### config.mk
export PLATFORM = sky130hd
export DESIGN_NAME = lpm_pipe_flat
export DESIGN_NICKNAME = d
export VERILOG_FILES = /design/src/rtl/lpm_pkg.sv /design/src/rtl/lpm_pipe_if.sv /design/src/rtl/lpm_rob.sv /design/src/rtl/lpm_pipe.sv /design/src/flat_wrapper.sv
export SDC_FILE = /design/constraint.sdc
export NUM_CORES = 1
export LEC_CHECK = 0
export CORE_AREA = 2 2 236 238
export DETAILED_ROUTE_END_ITERATION = 10
export DIE_AREA = 0 0 238 240
export DONT_BUFFER_PORTS = 1
export PLACE_DENSITY = 0.37
export SKIP_CTS_REPAIR_TIMING = 1
export SYNTH_ARGS = -nofsm -noshare
export SYNTH_HDL_FRONTEND = slang
export SYNTH_SLANG_ARGS = --single-unit
### constraint.sdc
create_clock -name CLK -period 14.9 [get_ports CLK]
set_clock_uncertainty 0.2 [all_clocks]
set_input_delay 2.98 -clock CLK [delete_from_list [all_inputs] [get_ports CLK]]
set_output_delay 2.98 -clock CLK [all_outputs]
set_load 0.02 [all_outputs]
### src/rtl/lpm_pkg.sv
// Shared configuration, reorder-buffer entry layout and stride helper for the
// longest-prefix-match lookup engine. Edit the localparams here to resize it.
package lpm_pkg;

  localparam int ADDR_W   = 32;
  localparam int DATA_W   = 32;
  localparam int STRIDE_W = 8;
  localparam int LEVELS   = 4;
  localparam int TICKETS  = 4;

  localparam int TK_W  = $clog2(TICKETS);
  localparam int LVL_W = (LEVELS > 1) ? $clog2(LEVELS) : 1;

  localparam logic [DATA_W-1:0] ROOT_BASE = '0;
  localparam int                LEAF_BIT  = 0;
  localparam logic [DATA_W-1:0] LEAF_MASK = ~(DATA_W'(1) << LEAF_BIT);
  localparam logic [LVL_W-1:0]  LAST_LVL  = LVL_W'(LEVELS - 1);
  localparam logic [LVL_W-1:0]  LVL_ONE   = LVL_W'(1);
  localparam logic [TK_W:0]     FULL_CNT  = (TK_W + 1)'(TICKETS);
  localparam logic [TK_W:0]     PTR_ONE   = (TK_W + 1)'(1);

  typedef struct packed {
    logic [ADDR_W-1:0] key;
    logic [LVL_W-1:0]  level;
    logic              done;
    logic              miss;
    logic [DATA_W-1:0] result;
  } rob_entry_t;

  // Key bits consumed at trie level lvl, most significant stride first.
  function automatic logic [DATA_W-1:0] chunk(input logic [ADDR_W-1:0] key,
                                              input logic [LVL_W-1:0]  lvl);
    logic [ADDR_W-1:0] w_sh;
    w_sh = key >> (ADDR_W - STRIDE_W - STRIDE_W * int'(lvl));
    return DATA_W'(w_sh[STRIDE_W-1:0]);
  endfunction

endpackage

### src/rtl/lpm_pipe_if.sv
// Handshake bundle around the lookup engine: ingress, result queue and the
// tagged memory request/response channels.
interface lpm_pipe_if;
  import lpm_pkg::*;

  logic              enter__ENA;
  logic [ADDR_W-1:0] enter_x;
  logic              enter__RDY;

  logic              outQ_enq__ENA;
  logic [DATA_W-1:0] outQ_enq_v;
  logic              outQ_enq_miss;
  logic              outQ_enq__RDY;

  logic              mem_req__ENA;
  logic [DATA_W-1:0] mem_req_v;
  logic [TK_W-1:0]   mem_req_tag;
  logic              mem_req__RDY;

  logic              mem_res__ENA;
  logic [DATA_W-1:0] mem_res_v;
  logic [TK_W-1:0]   mem_res_tag;
  logic              mem_res__RDY;

  modport master (
    input  enter__ENA, enter_x,
    output enter__RDY,
    output outQ_enq__ENA, outQ_enq_v, outQ_enq_miss,
    input  outQ_enq__RDY,
    output mem_req__ENA, mem_req_v, mem_req_tag,
    input  mem_req__RDY,
    input  mem_res__ENA, mem_res_v, mem_res_tag,
    output mem_res__RDY
  );

  modport slave (
    output enter__ENA, enter_x,
    input  enter__RDY,
    input  outQ_enq__ENA, outQ_enq_v, outQ_enq_miss,
    output outQ_enq__RDY,
    input  mem_req__ENA, mem_req_v, mem_req_tag,
    output mem_req__RDY,
    output mem_res__ENA, mem_res_v, mem_res_tag,
    input  mem_res__RDY
  );

endinterface

### src/rtl/lpm_rob.sv
// Ticketed reorder buffer: allocates at tail, updates entries by tag as memory
// responses arrive in any order, and presents the head entry for in-order retire.
module lpm_rob
  import lpm_pkg::*;
(
  input  logic              clk,
  input  logic              rst_n,
  input  logic              i_alloc,
  input  logic [ADDR_W-1:0] i_alloc_key,
  input  logic              i_lvl_we,
  input  logic [TK_W-1:0]   i_lvl_tag,
  input  logic [LVL_W-1:0]  i_lvl,
  input  logic              i_done_we,
  input  logic [TK_W-1:0]   i_done_tag,
  input  logic              i_done_miss,
  input  logic [DATA_W-1:0] i_done_v,
  input  logic              i_retire,
  input  logic [TK_W-1:0]   i_rd_tag,
  output logic [ADDR_W-1:0] o_rd_key,
  output logic [LVL_W-1:0]  o_rd_level,
  output logic [TK_W-1:0]   o_tail,
  output logic              o_head_done,
  output logic              o_head_miss,
  output logic [DATA_W-1:0] o_head_result,
  output logic [TK_W:0]     o_inflight
);

  rob_entry_t        r_rob [TICKETS];
  logic [TK_W:0]     r_head;
  logic [TK_W:0]     r_tail;
  logic [TK_W-1:0]   w_head_idx;
  logic [TK_W-1:0]   w_tail_idx;

  assign w_head_idx = r_head[TK_W-1:0];
  assign w_tail_idx = r_tail[TK_W-1:0];

  // Pointers carry a wrap bit so full (diff == TICKETS) and empty are distinct.
  assign o_inflight    = r_tail - r_head;
  assign o_tail        = w_tail_idx;
  assign o_rd_key      = r_rob[i_rd_tag].key;
  assign o_rd_level    = r_rob[i_rd_tag].level;
  assign o_head_done   = r_rob[w_head_idx].done;
  assign o_head_miss   = r_rob[w_head_idx].miss;
  assign o_head_result = r_rob[w_head_idx].result;

  always_ff @(posedge clk or negedge rst_n) begin
    if (!rst_n) begin
      // NOTE: non-blocking assignments so every flop samples pre-edge values, independent of statement order.
      r_head <= '0;
      r_tail <= '0;
      // NOTE: the ROB is a small flop array, not a RAM, so it is reset; a stale done bit would retire garbage.
      for (int i = 0; i < TICKETS; i++) r_rob[i] <= '0;
    end else begin
      if (i_retire) begin
        r_rob[w_head_idx] <= '0;
        r_head            <= r_head + PTR_ONE;
      end
      if (i_alloc) begin
        r_rob[w_tail_idx] <= '{key: i_alloc_key, level: '0, done: 1'b0,
                               miss: 1'b0, result: '0};
        r_tail            <= r_tail + PTR_ONE;
      end
      if (i_lvl_we) r_rob[i_lvl_tag].level <= i_lvl;
      if (i_done_we) begin
        r_rob[i_done_tag].done   <= 1'b1;
        r_rob[i_done_tag].miss   <= i_done_miss;
        r_rob[i_done_tag].result <= i_done_v;
      end
    end
  end

endmodule

### src/rtl/lpm_pipe.sv
// Multi-stride longest-prefix-match engine: classifies memory responses,
// recirculates unfinished lookups ahead of new entries and generates addresses.
module lpm_pipe
  import lpm_pkg::*;
(
  input  logic          CLK,
  input  logic          nRST,
  lpm_pipe_if.master    bus,
  output logic [TK_W:0] inflight
);

  logic [ADDR_W-1:0] w_rd_key;
  logic [LVL_W-1:0]  w_rd_lvl;
  logic [LVL_W-1:0]  w_next_lvl;
  logic [TK_W-1:0]   w_tail;
  logic              w_head_done;
  logic              w_head_miss;
  logic [DATA_W-1:0] w_head_result;
  logic [TK_W:0]     w_inflight;
  logic              w_leaf;
  logic              w_last;
  logic              w_cont;
  logic              w_recirc;
  logic              w_res_fin;
  logic              w_enter;
  logic              w_retire;

  always_comb begin
    // NOTE: every variable gets a default before any branch so no path leaves one unassigned and infers a latch.
    bus.mem_req_v   = '0;
    bus.mem_req_tag = '0;
    w_leaf     = bus.mem_res_v[LEAF_BIT];
    w_last     = (w_rd_lvl == LAST_LVL);
    w_cont     = !w_leaf && !w_last;
    w_next_lvl = w_rd_lvl + LVL_ONE;

    // Everything is gated by nRST so the outputs read 0 the moment reset asserts.
    w_recirc  = nRST && bus.mem_res__ENA && w_cont && bus.mem_req__RDY;
    w_res_fin = nRST && bus.mem_res__ENA && !w_cont;
    bus.mem_res__RDY = nRST && (!w_cont || bus.mem_req__RDY);
    bus.enter__RDY   = nRST && (w_inflight != FULL_CNT) && bus.mem_req__RDY
                       && !(bus.mem_res__ENA && w_cont);
    w_enter          = bus.enter__ENA && bus.enter__RDY;
    bus.mem_req__ENA = w_recirc || w_enter;

    if (w_recirc) begin
      bus.mem_req_v   = (bus.mem_res_v & LEAF_MASK) + chunk(w_rd_key, w_next_lvl);
      bus.mem_req_tag = bus.mem_res_tag;
    end else if (w_enter) begin
      bus.mem_req_v   = ROOT_BASE + chunk(bus.enter_x, '0);
      bus.mem_req_tag = w_tail;
    end
  end

  // Retire side is driven purely from registered ROB state.
  assign bus.outQ_enq__ENA  = w_head_done;
  assign bus.outQ_enq_v     = w_head_result;
  assign bus.outQ_enq_miss  = w_head_miss;
  assign w_retire           = w_head_done && bus.outQ_enq__RDY;
  assign inflight           = w_inflight;

  lpm_rob u_rob (
    .clk           (CLK),
    .rst_n         (nRST),
    .i_alloc       (w_enter),
    .i_alloc_key   (bus.enter_x),
    .i_lvl_we      (w_recirc),
    .i_lvl_tag     (bus.mem_res_tag),
    .i_lvl         (w_next_lvl),
    .i_done_we     (w_res_fin),
    .i_done_tag    (bus.mem_res_tag),
    .i_done_miss   (!w_leaf),
    .i_done_v      (bus.mem_res_v),
    .i_retire      (w_retire),
    .i_rd_tag      (bus.mem_res_tag),
    .o_rd_key      (w_rd_key),
    .o_rd_level    (w_rd_lvl),
    .o_tail        (w_tail),
    .o_head_done   (w_head_done),
    .o_head_miss   (w_head_miss),
    .o_head_result (w_head_result),
    .o_inflight    (w_inflight)
  );

endmodule

### src/flat_wrapper.sv
// flat-port wrapper written by rule: the top's interface ports become plain ports
module lpm_pipe_flat import lpm_pkg::*;
  (CLK, nRST, inflight, bus_enter__ENA, bus_enter_x, bus_enter__RDY, bus_outQ_enq__ENA, bus_outQ_enq_v, bus_outQ_enq_miss, bus_outQ_enq__RDY, bus_mem_req__ENA, bus_mem_req_v, bus_mem_req_tag, bus_mem_req__RDY, bus_mem_res__ENA, bus_mem_res_v, bus_mem_res_tag, bus_mem_res__RDY);
  lpm_pipe_if bus_i ();
  input  logic CLK;
  input  logic nRST;
  output logic [TK_W:0] inflight;
  input wire logic [$bits(bus_i.enter__ENA)-1:0] bus_enter__ENA;
  input wire logic [$bits(bus_i.enter_x)-1:0] bus_enter_x;
  output wire logic [$bits(bus_i.enter__RDY)-1:0] bus_enter__RDY;
  output wire logic [$bits(bus_i.outQ_enq__ENA)-1:0] bus_outQ_enq__ENA;
  output wire logic [$bits(bus_i.outQ_enq_v)-1:0] bus_outQ_enq_v;
  output wire logic [$bits(bus_i.outQ_enq_miss)-1:0] bus_outQ_enq_miss;
  input wire logic [$bits(bus_i.outQ_enq__RDY)-1:0] bus_outQ_enq__RDY;
  output wire logic [$bits(bus_i.mem_req__ENA)-1:0] bus_mem_req__ENA;
  output wire logic [$bits(bus_i.mem_req_v)-1:0] bus_mem_req_v;
  output wire logic [$bits(bus_i.mem_req_tag)-1:0] bus_mem_req_tag;
  input wire logic [$bits(bus_i.mem_req__RDY)-1:0] bus_mem_req__RDY;
  input wire logic [$bits(bus_i.mem_res__ENA)-1:0] bus_mem_res__ENA;
  input wire logic [$bits(bus_i.mem_res_v)-1:0] bus_mem_res_v;
  input wire logic [$bits(bus_i.mem_res_tag)-1:0] bus_mem_res_tag;
  output wire logic [$bits(bus_i.mem_res__RDY)-1:0] bus_mem_res__RDY;
  assign bus_i.enter__ENA = bus_enter__ENA;
  assign bus_i.enter_x = bus_enter_x;
  assign bus_enter__RDY = bus_i.enter__RDY;
  assign bus_outQ_enq__ENA = bus_i.outQ_enq__ENA;
  assign bus_outQ_enq_v = bus_i.outQ_enq_v;
  assign bus_outQ_enq_miss = bus_i.outQ_enq_miss;
  assign bus_i.outQ_enq__RDY = bus_outQ_enq__RDY;
  assign bus_mem_req__ENA = bus_i.mem_req__ENA;
  assign bus_mem_req_v = bus_i.mem_req_v;
  assign bus_mem_req_tag = bus_i.mem_req_tag;
  assign bus_i.mem_req__RDY = bus_mem_req__RDY;
  assign bus_i.mem_res__ENA = bus_mem_res__ENA;
  assign bus_i.mem_res_v = bus_mem_res_v;
  assign bus_i.mem_res_tag = bus_mem_res_tag;
  assign bus_mem_res__RDY = bus_i.mem_res__RDY;
  lpm_pipe u_core (.CLK(CLK), .nRST(nRST), .bus(bus_i), .inflight(inflight));
endmodule
### Word-level counts from Yosys, hierarchy flattened

Cells that the tools add are included.

* register bits after elaboration: 278
* input port bits: 72
* word-level logic and storage cells: 94

* add/subtract/negate cells: 6
* $lt $le $gt $ge: 6
* eq/ne operators: 2
* shift-type cells: 1
* mux-type cells: 31
* bitwise gates (word level): 5
* reduce and logical (&&, ||, !) cells: 21

Operators by type and width (count)
* bitwise mux 272 bit: 5
* 2-to-1 mux 272 bit: 4
* demux 68 bit (select 2 bit): 6
* AND 272 bit: 1
* binary-select mux 68 bit (select 2 bit): 2
* 2-to-1 mux 68 bit: 4
* NOT 272 bit: 1
* 2-to-1 mux 34 bit: 3
* 2-to-1 mux 32 bit: 2
* 2-to-1 mux 36 bit: 1
* 2-to-1 mux 33 bit: 1
* adder 32 x 8 -> 32 bit: 1
* >> shifter 32 x 32 -> 8 bit: 1
* logical AND 1 bit: 15
* >= comparator 3 bit, second input constant: 3
* < comparator 3 x 1 -> 1 bit, second input constant: 3
* NOT 2 -> 3 bit: 3
* 2-to-1 mux 8 bit: 1
* adder 3 x 1 -> 3 bit, second input constant: 2
* subtractor 5 x 5 -> 6 bit, first input constant: 1
* zero test 1 bit: 4
* 2-to-1 mux 2 bit: 2
* inequality test 3 bit, second input constant: 1
* subtractor 3 bit: 1
* 3 further kinds: 4

### Longest topological paths before layout

* word-level depth: 18
* mapped depth: 17
* gate-level depth less buffers: 12

### Cells and area by module

Synthesis repeated with hierarchy kept, for this count alone.

* cell total of the unflattened synthesis: 1228
* area, all modules: 14730.4 sq um

Modules (own cells, without submodules)
* lpm_rob: times used 1, cells an instance 1041, area an instance 13407.9 sq um, seq. area each 6956.7 sq um
* lpm_pipe: times used 1, cells an instance 187, area an instance 1322.5 sq um, seq. area each 0.0 sq um

### Least setup slack after synthesis

No wires, ideal clock.

* path kind: in2out
* start point: input bus_mem_res_tag[0]
* end point: output bus_mem_req_v[11]
* arrival time: 7.322 ns
* required time: 11.720 ns
* slack: 4.398 ns
* stages on the path: 17
* path through: buf_2 buf_2 mux4_2 clkbuf_1 ha_1 buf_1 mux4_2 ha_1 inv_1 fa_1 nor2b_1 o21ai_0 a21o_1 and2_1 clkbuf_1 or3_1 a21oi_1

* longest elaborated chain between the ends: 10
* elaborated cells on any way between the ends: 14
* classes of those cells: add/sub: 3; eq/ne: 1; shift: 1; mux: 4; bitwise: 1; reduce/logical: 4

Ends and longest elaborated chain
* from (decl): RTL line flat_wrapper.sv:21 `input wire logic [$bits(bus_i.mem_res_tag)-1:0] bus_mem_res_tag;`
* NOT 2 -> 3 bit (implied by the code) *: RTL line lpm_rob.sv:40, lpm_rob.sv:41
* binary-select mux 68 bit (select 2 bit) *: RTL line lpm_rob.sv:40, lpm_rob.sv:41
* 2-to-1 mux 68 bit (implied by the code) * (2 in series): RTL line lpm_rob.sv:41 `assign o_rd_level = r_rob[i_rd_tag].level;`
* parallel branches: the longest is 5 deep, another holds adder 32 x 8 -> 32 bit
* 2-to-1 mux 32 bit *: RTL line lpm_pipe.sv:46 `if (w_recirc) begin`
* to (decl): RTL line flat_wrapper.sv:16 `output wire logic [$bits(bus_i.mem_req_v)-1:0] bus_mem_req_v;`

Mark *: on every way between the ends. The select of a mux whose other input is x is not followed.

### Worst setup path in the final report

* start point: input bus_mem_res_tag[0]
* end point: output bus_mem_req_v[29]

Same word-level chain as after synthesis.

==> out/qor_table.md <==
| Metric | This run | Unit |
| --- | --- | --- |
| Run status | finished, final reports clean | - |
| Vias | 9559 | - |
| Final min period | 10.38 | ns |
| Clock root buffer | sky130_fd_sc_hd__clkbuf_16 | - |
| Portion of total power attributed to the clock network | 27.4 | % |
| Largest net degree at the start of global routing | 283 | - |
| Detail-routed net length per standard cell | 24.6 | um |
| Hold/Removal Path Class | reg -> reg | - |
| Standard-cell row count | 86 | - |
| Clock insertion delay at the later pin of the skew report | 0.55 | ns |
| Wirelength, routed | 46700 | um |
| Worst hold margin | 0.275 | ns |
| Register area share after synthesis | 51.3 | % |
| Initial Utilization | 24.8 | % |
| Area of the multi-input gates | 6040 | um^2 |
| Final number of hold-violating endpoints | 0 | - |
| Max-cap check violation count | 0 | - |
| Filler instances | 5686 | - |
| Count of final setup violators | 0 | - |
| Critical path start-end classification | in -> out | - |
| Worst slew margin relative to its limit | 26.7 | % |
| Detailed Routing Iterations Pass 1 | 6 | - |
| Critical path launch point type | input pin | - |
| Half-perimeter wire length after placement | 26800 | um |
| Distinct cell type count after synthesis | 44 | - |
| Share of the synthesized area in the top cell type | 51.3 | % |
| TritonCTS buffer count | 35 | - |
| IR Drop Worst-Case VDD | 92.4 | uV |
| Number of clock sinks | 278 | - |
| Routability-driven placement congestion ratio | 0.746 | - |
| Post-synthesis instance area | 13500 | um^2 |
| Switching share of power | 35.7 | % |
| Via count of the first global-routing pass | 10047 | - |
| Grt total ovfl | 0 | - |
| Level count of the clock H-tree | 2 | - |
| Required time at the worst-slack endpoint | 11.72 | ns |
| Proportion of power drawn by flip-flops and latches | 38.8 | % |
| Antenna cells | 0 | - |
| Ratio of routed vias to standard cells | 5.03 | - |
| Area growth syn-to-layout | 12.3 | % |
| Crit Path Max Fanout | 43 | - |
| TritonCTS clock tree | built | - |
| Mapped Cells | 1229 | - |
| Internal power | 2.00 | mW |
| Leakage dissipation | 6.89 | nW |
| CP Capture Type | primary output | - |
| Register area | 6960 | um^2 |
| Total routing resource utilization after global routing | 16.5 | % |
| Clock input transition at the sequential cells of the worst setup and hold paths | 0.06 | ns |
| Number of design-rule violations left by the first detailed-router iteration | 732 | - |
| RSZ-0062 raised after global routing | no | - |
| Ratio of cells with drive above 1 in the final layout | 13.7 | % |
| Floorplan die area | 57100 | um^2 |
| Number of antenna violations at the first check in global routing | 0 | - |
| Total net switching power | 1.11 | mW |
| Io pins | 146 | - |
| Final net count | 1260 | - |
| Buffers on Ports | 0 | - |
| Power per Cell Area | 204 | nW/um^2 |
| Final count of pins violating max slew | 0 | - |
| Global-route wire length before repair | 70000 | um |
| Number of register bits inferred by synthesis | 278 | - |
| Final period util | 69.7 | % |
| Drc violations | 0 | - |
| Antenna violation net count after detailed routing | 0 | - |
| Width of the die | 238 | um |
| Dominant cells by area after synthesis | sky130_fd_sc_hd__dfrtp_1 51%, sky130_fd_sc_hd__mux4_2 13%, sky130_fd_sc_hd__a22o_1 8.5% | - |
| Die Ht | 240 | um |
| Arr. time, crit path | 7.20 | ns |
| Tightest Pin Transition | 1.10 | ns |
| Synth warn | 0 | - |
| Core outline area | 54700 | um^2 |
| Final-layout setup total negative slack | 0 | ns |
| Highest achievable clock rate | 0.0963 | GHz |
| Clock Tree Buf Depth | 3 | - |
| Most area-hungry cell type in the Yosys netlist | sky130_fd_sc_hd__dfrtp_1 | - |
| Post-synth net total | 1320 | - |
| Logic gate share of total power | 33.8 | % |
| Mean post-synth cell area | 11.0 | um^2 |
[final cells by class]
| class | count | share of cell area, % |
|---|---|---|
| Clock buffer | 53 | 6.93 |
| Clock inverter | 10 | 0.592 |
| Inverter | 13 | 0.321 |
| Multi-Input combinational cell | 823 | 39.7 |
| Sequential cell | 278 | 45.8 |
| Tap cell | 704 | 5.79 |
| Timing Repair Buffer | 18 | 0.888 |
[registers in the layout (all words and copies together) (netlist names)]
register and cells:
u_core.u_rob.r_tail 3, u_core.u_rob.r_head 3, u_core.u_rob.r_rob 272
[power groups by stage]
stage / Clock (mW) / Sequential (mW) / Combinational [mW]
after floorplan: 0 / 1.16 / 0.839
after global placement: 0 / 1.21 / 1.06
after detailed placement: 0 / 1.21 / 1.08
after CTS: 0.879 / 1.20 / 1.08
after global routing: 0.908 / 1.24 / 1.16
final: 0.851 / 1.21 / 1.05
[final timing paths]
check | startpoint | to | slack (ns) | depth (start not counted)
worst max-delay path | bus_mem_res_tag[0] | bus_mem_req_v[29] | 4.52 | 9
worst min-delay path | u_core.u_rob.r_rob[101] | u_core.u_rob.r_rob[101] | 0.28 | 2
worst max register to register | u_core.u_rob.r_rob[238] | u_core.u_rob.r_rob[70] | 10.12 | 11
worst min register to register | u_core.u_rob.r_rob[101] | u_core.u_rob.r_rob[101] | 0.28 | 2
max in group asynchronous | nRST | u_core.u_rob.r_rob[52] | 11.85 | 0
min in group asynchronous | nRST | u_core.u_rob.r_rob[217] | 1.94 | 0
[cells by family (layout without fill, tap and decap cells)]
group,Yosys count,count (layout),synth area share [%]
and+or+nand+nor,475,475,15.0
DFF,278,278,51.3
AOI/OAI and AO/OA,221,221,12.4
buffers and inverters,128,94,4.49
muxes,80,80,12.9
xor gates and xnor gates,28,28,1.92
adders and majority gates,19,19,1.87
[cells in the mapped netlist]
cell,count
sky130_fd_sc_hd__buf_6,9
sky130_fd_sc_hd__xor3_1,1
sky130_fd_sc_hd__and2_1,9
sky130_fd_sc_hd__buf_2,36
sky130_fd_sc_hd__nor4b_1,1
sky130_fd_sc_hd__o31a_1,1
sky130_fd_sc_hd__xnor2_1,12
sky130_fd_sc_hd__nor3_1,4
sky130_fd_sc_hd__dfrtp_1,278
sky130_fd_sc_hd__a211o_1,1
sky130_fd_sc_hd__nor2_1,26
sky130_fd_sc_hd__and4_1,1
sky130_fd_sc_hd__a21boi_0,2
sky130_fd_sc_hd__nand3b_1,1
sky130_fd_sc_hd__ha_1,17
sky130_fd_sc_hd__fa_1,2
sky130_fd_sc_hd__nand2_1,290
sky130_fd_sc_hd__buf_1,8
sky130_fd_sc_hd__a22o_1,132
sky130_fd_sc_hd__a211oi_1,3
sky130_fd_sc_hd__clkbuf_1,58
sky130_fd_sc_hd__a2111oi_0,1
sky130_fd_sc_hd__buf_4,4
sky130_fd_sc_hd__o21a_1,1
sky130_fd_sc_hd__or2_2,3
sky130_fd_sc_hd__nor4_1,1
sky130_fd_sc_hd__mux4_2,76
sky130_fd_sc_hd__inv_1,13
sky130_fd_sc_hd__a21oi_2,4
sky130_fd_sc_hd__nand4_1,10
sky130_fd_sc_hd__o21ai_0,58
sky130_fd_sc_hd__a31oi_1,1
sky130_fd_sc_hd__a2111oi_4,1
sky130_fd_sc_hd__or3_1,4
sky130_fd_sc_hd__a21o_1,5
sky130_fd_sc_hd__nor2b_1,2
sky130_fd_sc_hd__o21bai_1,1
sky130_fd_sc_hd__a21oi_1,10
sky130_fd_sc_hd__nand2b_1,3
sky130_fd_sc_hd__nand3_1,116
sky130_fd_sc_hd__and3_1,3
sky130_fd_sc_hd__mux2i_1,4
sky130_fd_sc_hd__xor2_1,15
sky130_fd_sc_hd__nor3b_1,1
[cells in the final DEF (no fill, tap or decap), drive strengths merged, types with 2 or more instances in the layout]
master	synthesis	layout
and3	3	3
nor2b	2	2
nor3	4	4
ha	17	17
nand2b	3	3
or3	4	4
fa	2	2
clkbuf	58	53
xor2	15	15
nor2	26	26
or2	3	3
a21oi	14	14
a21o	5	5
mux2i	4	4
xnor2	12	12
nand4	10	10
nand3	116	116
inv	13	14
a22o	132	132
a2111oi	2	2
nand2	290	290
and2	9	9
dfrtp	278	278
o21ai	58	58
a211oi	3	3
buf	57	18
clkinv	0	8
mux4	76	76
a21boi	2	2
[metrics by stage]
stage                     util, %  total power, mW  setup WS (ns)  std cells  instance area (um^2)
final                        27.8             3.11           4.52       1899                 15200
after detailed placement     25.7             2.29           4.48       1836                 14100
after global routing         27.8             3.30           4.12       1899                 15200
after global placement       25.7             2.27           4.59       1836                 14100
after CTS                    27.8             3.16           4.45       1899                 15200
after floorplan                 -             2.00           4.40       1229                 13500
[worst max-delay path: stages]
cell	delay, ns
sky130_fd_sc_hd__mux4_2	0.71
sky130_fd_sc_hd__ha_1	0.71
sky130_fd_sc_hd__mux4_2	0.59
sky130_fd_sc_hd__ha_1	0.38
sky130_fd_sc_hd__a21o_1	0.20
sky130_fd_sc_hd__a21oi_1	0.74
sky130_fd_sc_hd__and2_1	0.34
sky130_fd_sc_hd__o21ai_0	0.12
sky130_fd_sc_hd__a21oi_1	0.39
[per-layer routing]
| metal | wire length [um] | up-vias | track usage (%) |
|---|---|---|---|
| li1 | - | 4276 | - |
| met5 | 0 | - | 0 |
| met4 | 745 | 0 | 3.81 |
| met2 | 22100 | 271 | 27.1 |
| met3 | 3560 | 47 | 4.74 |
| met1 | 20300 | 4965 | 21.5 |
No activity file was read; power rests on OpenSTA's default activity.
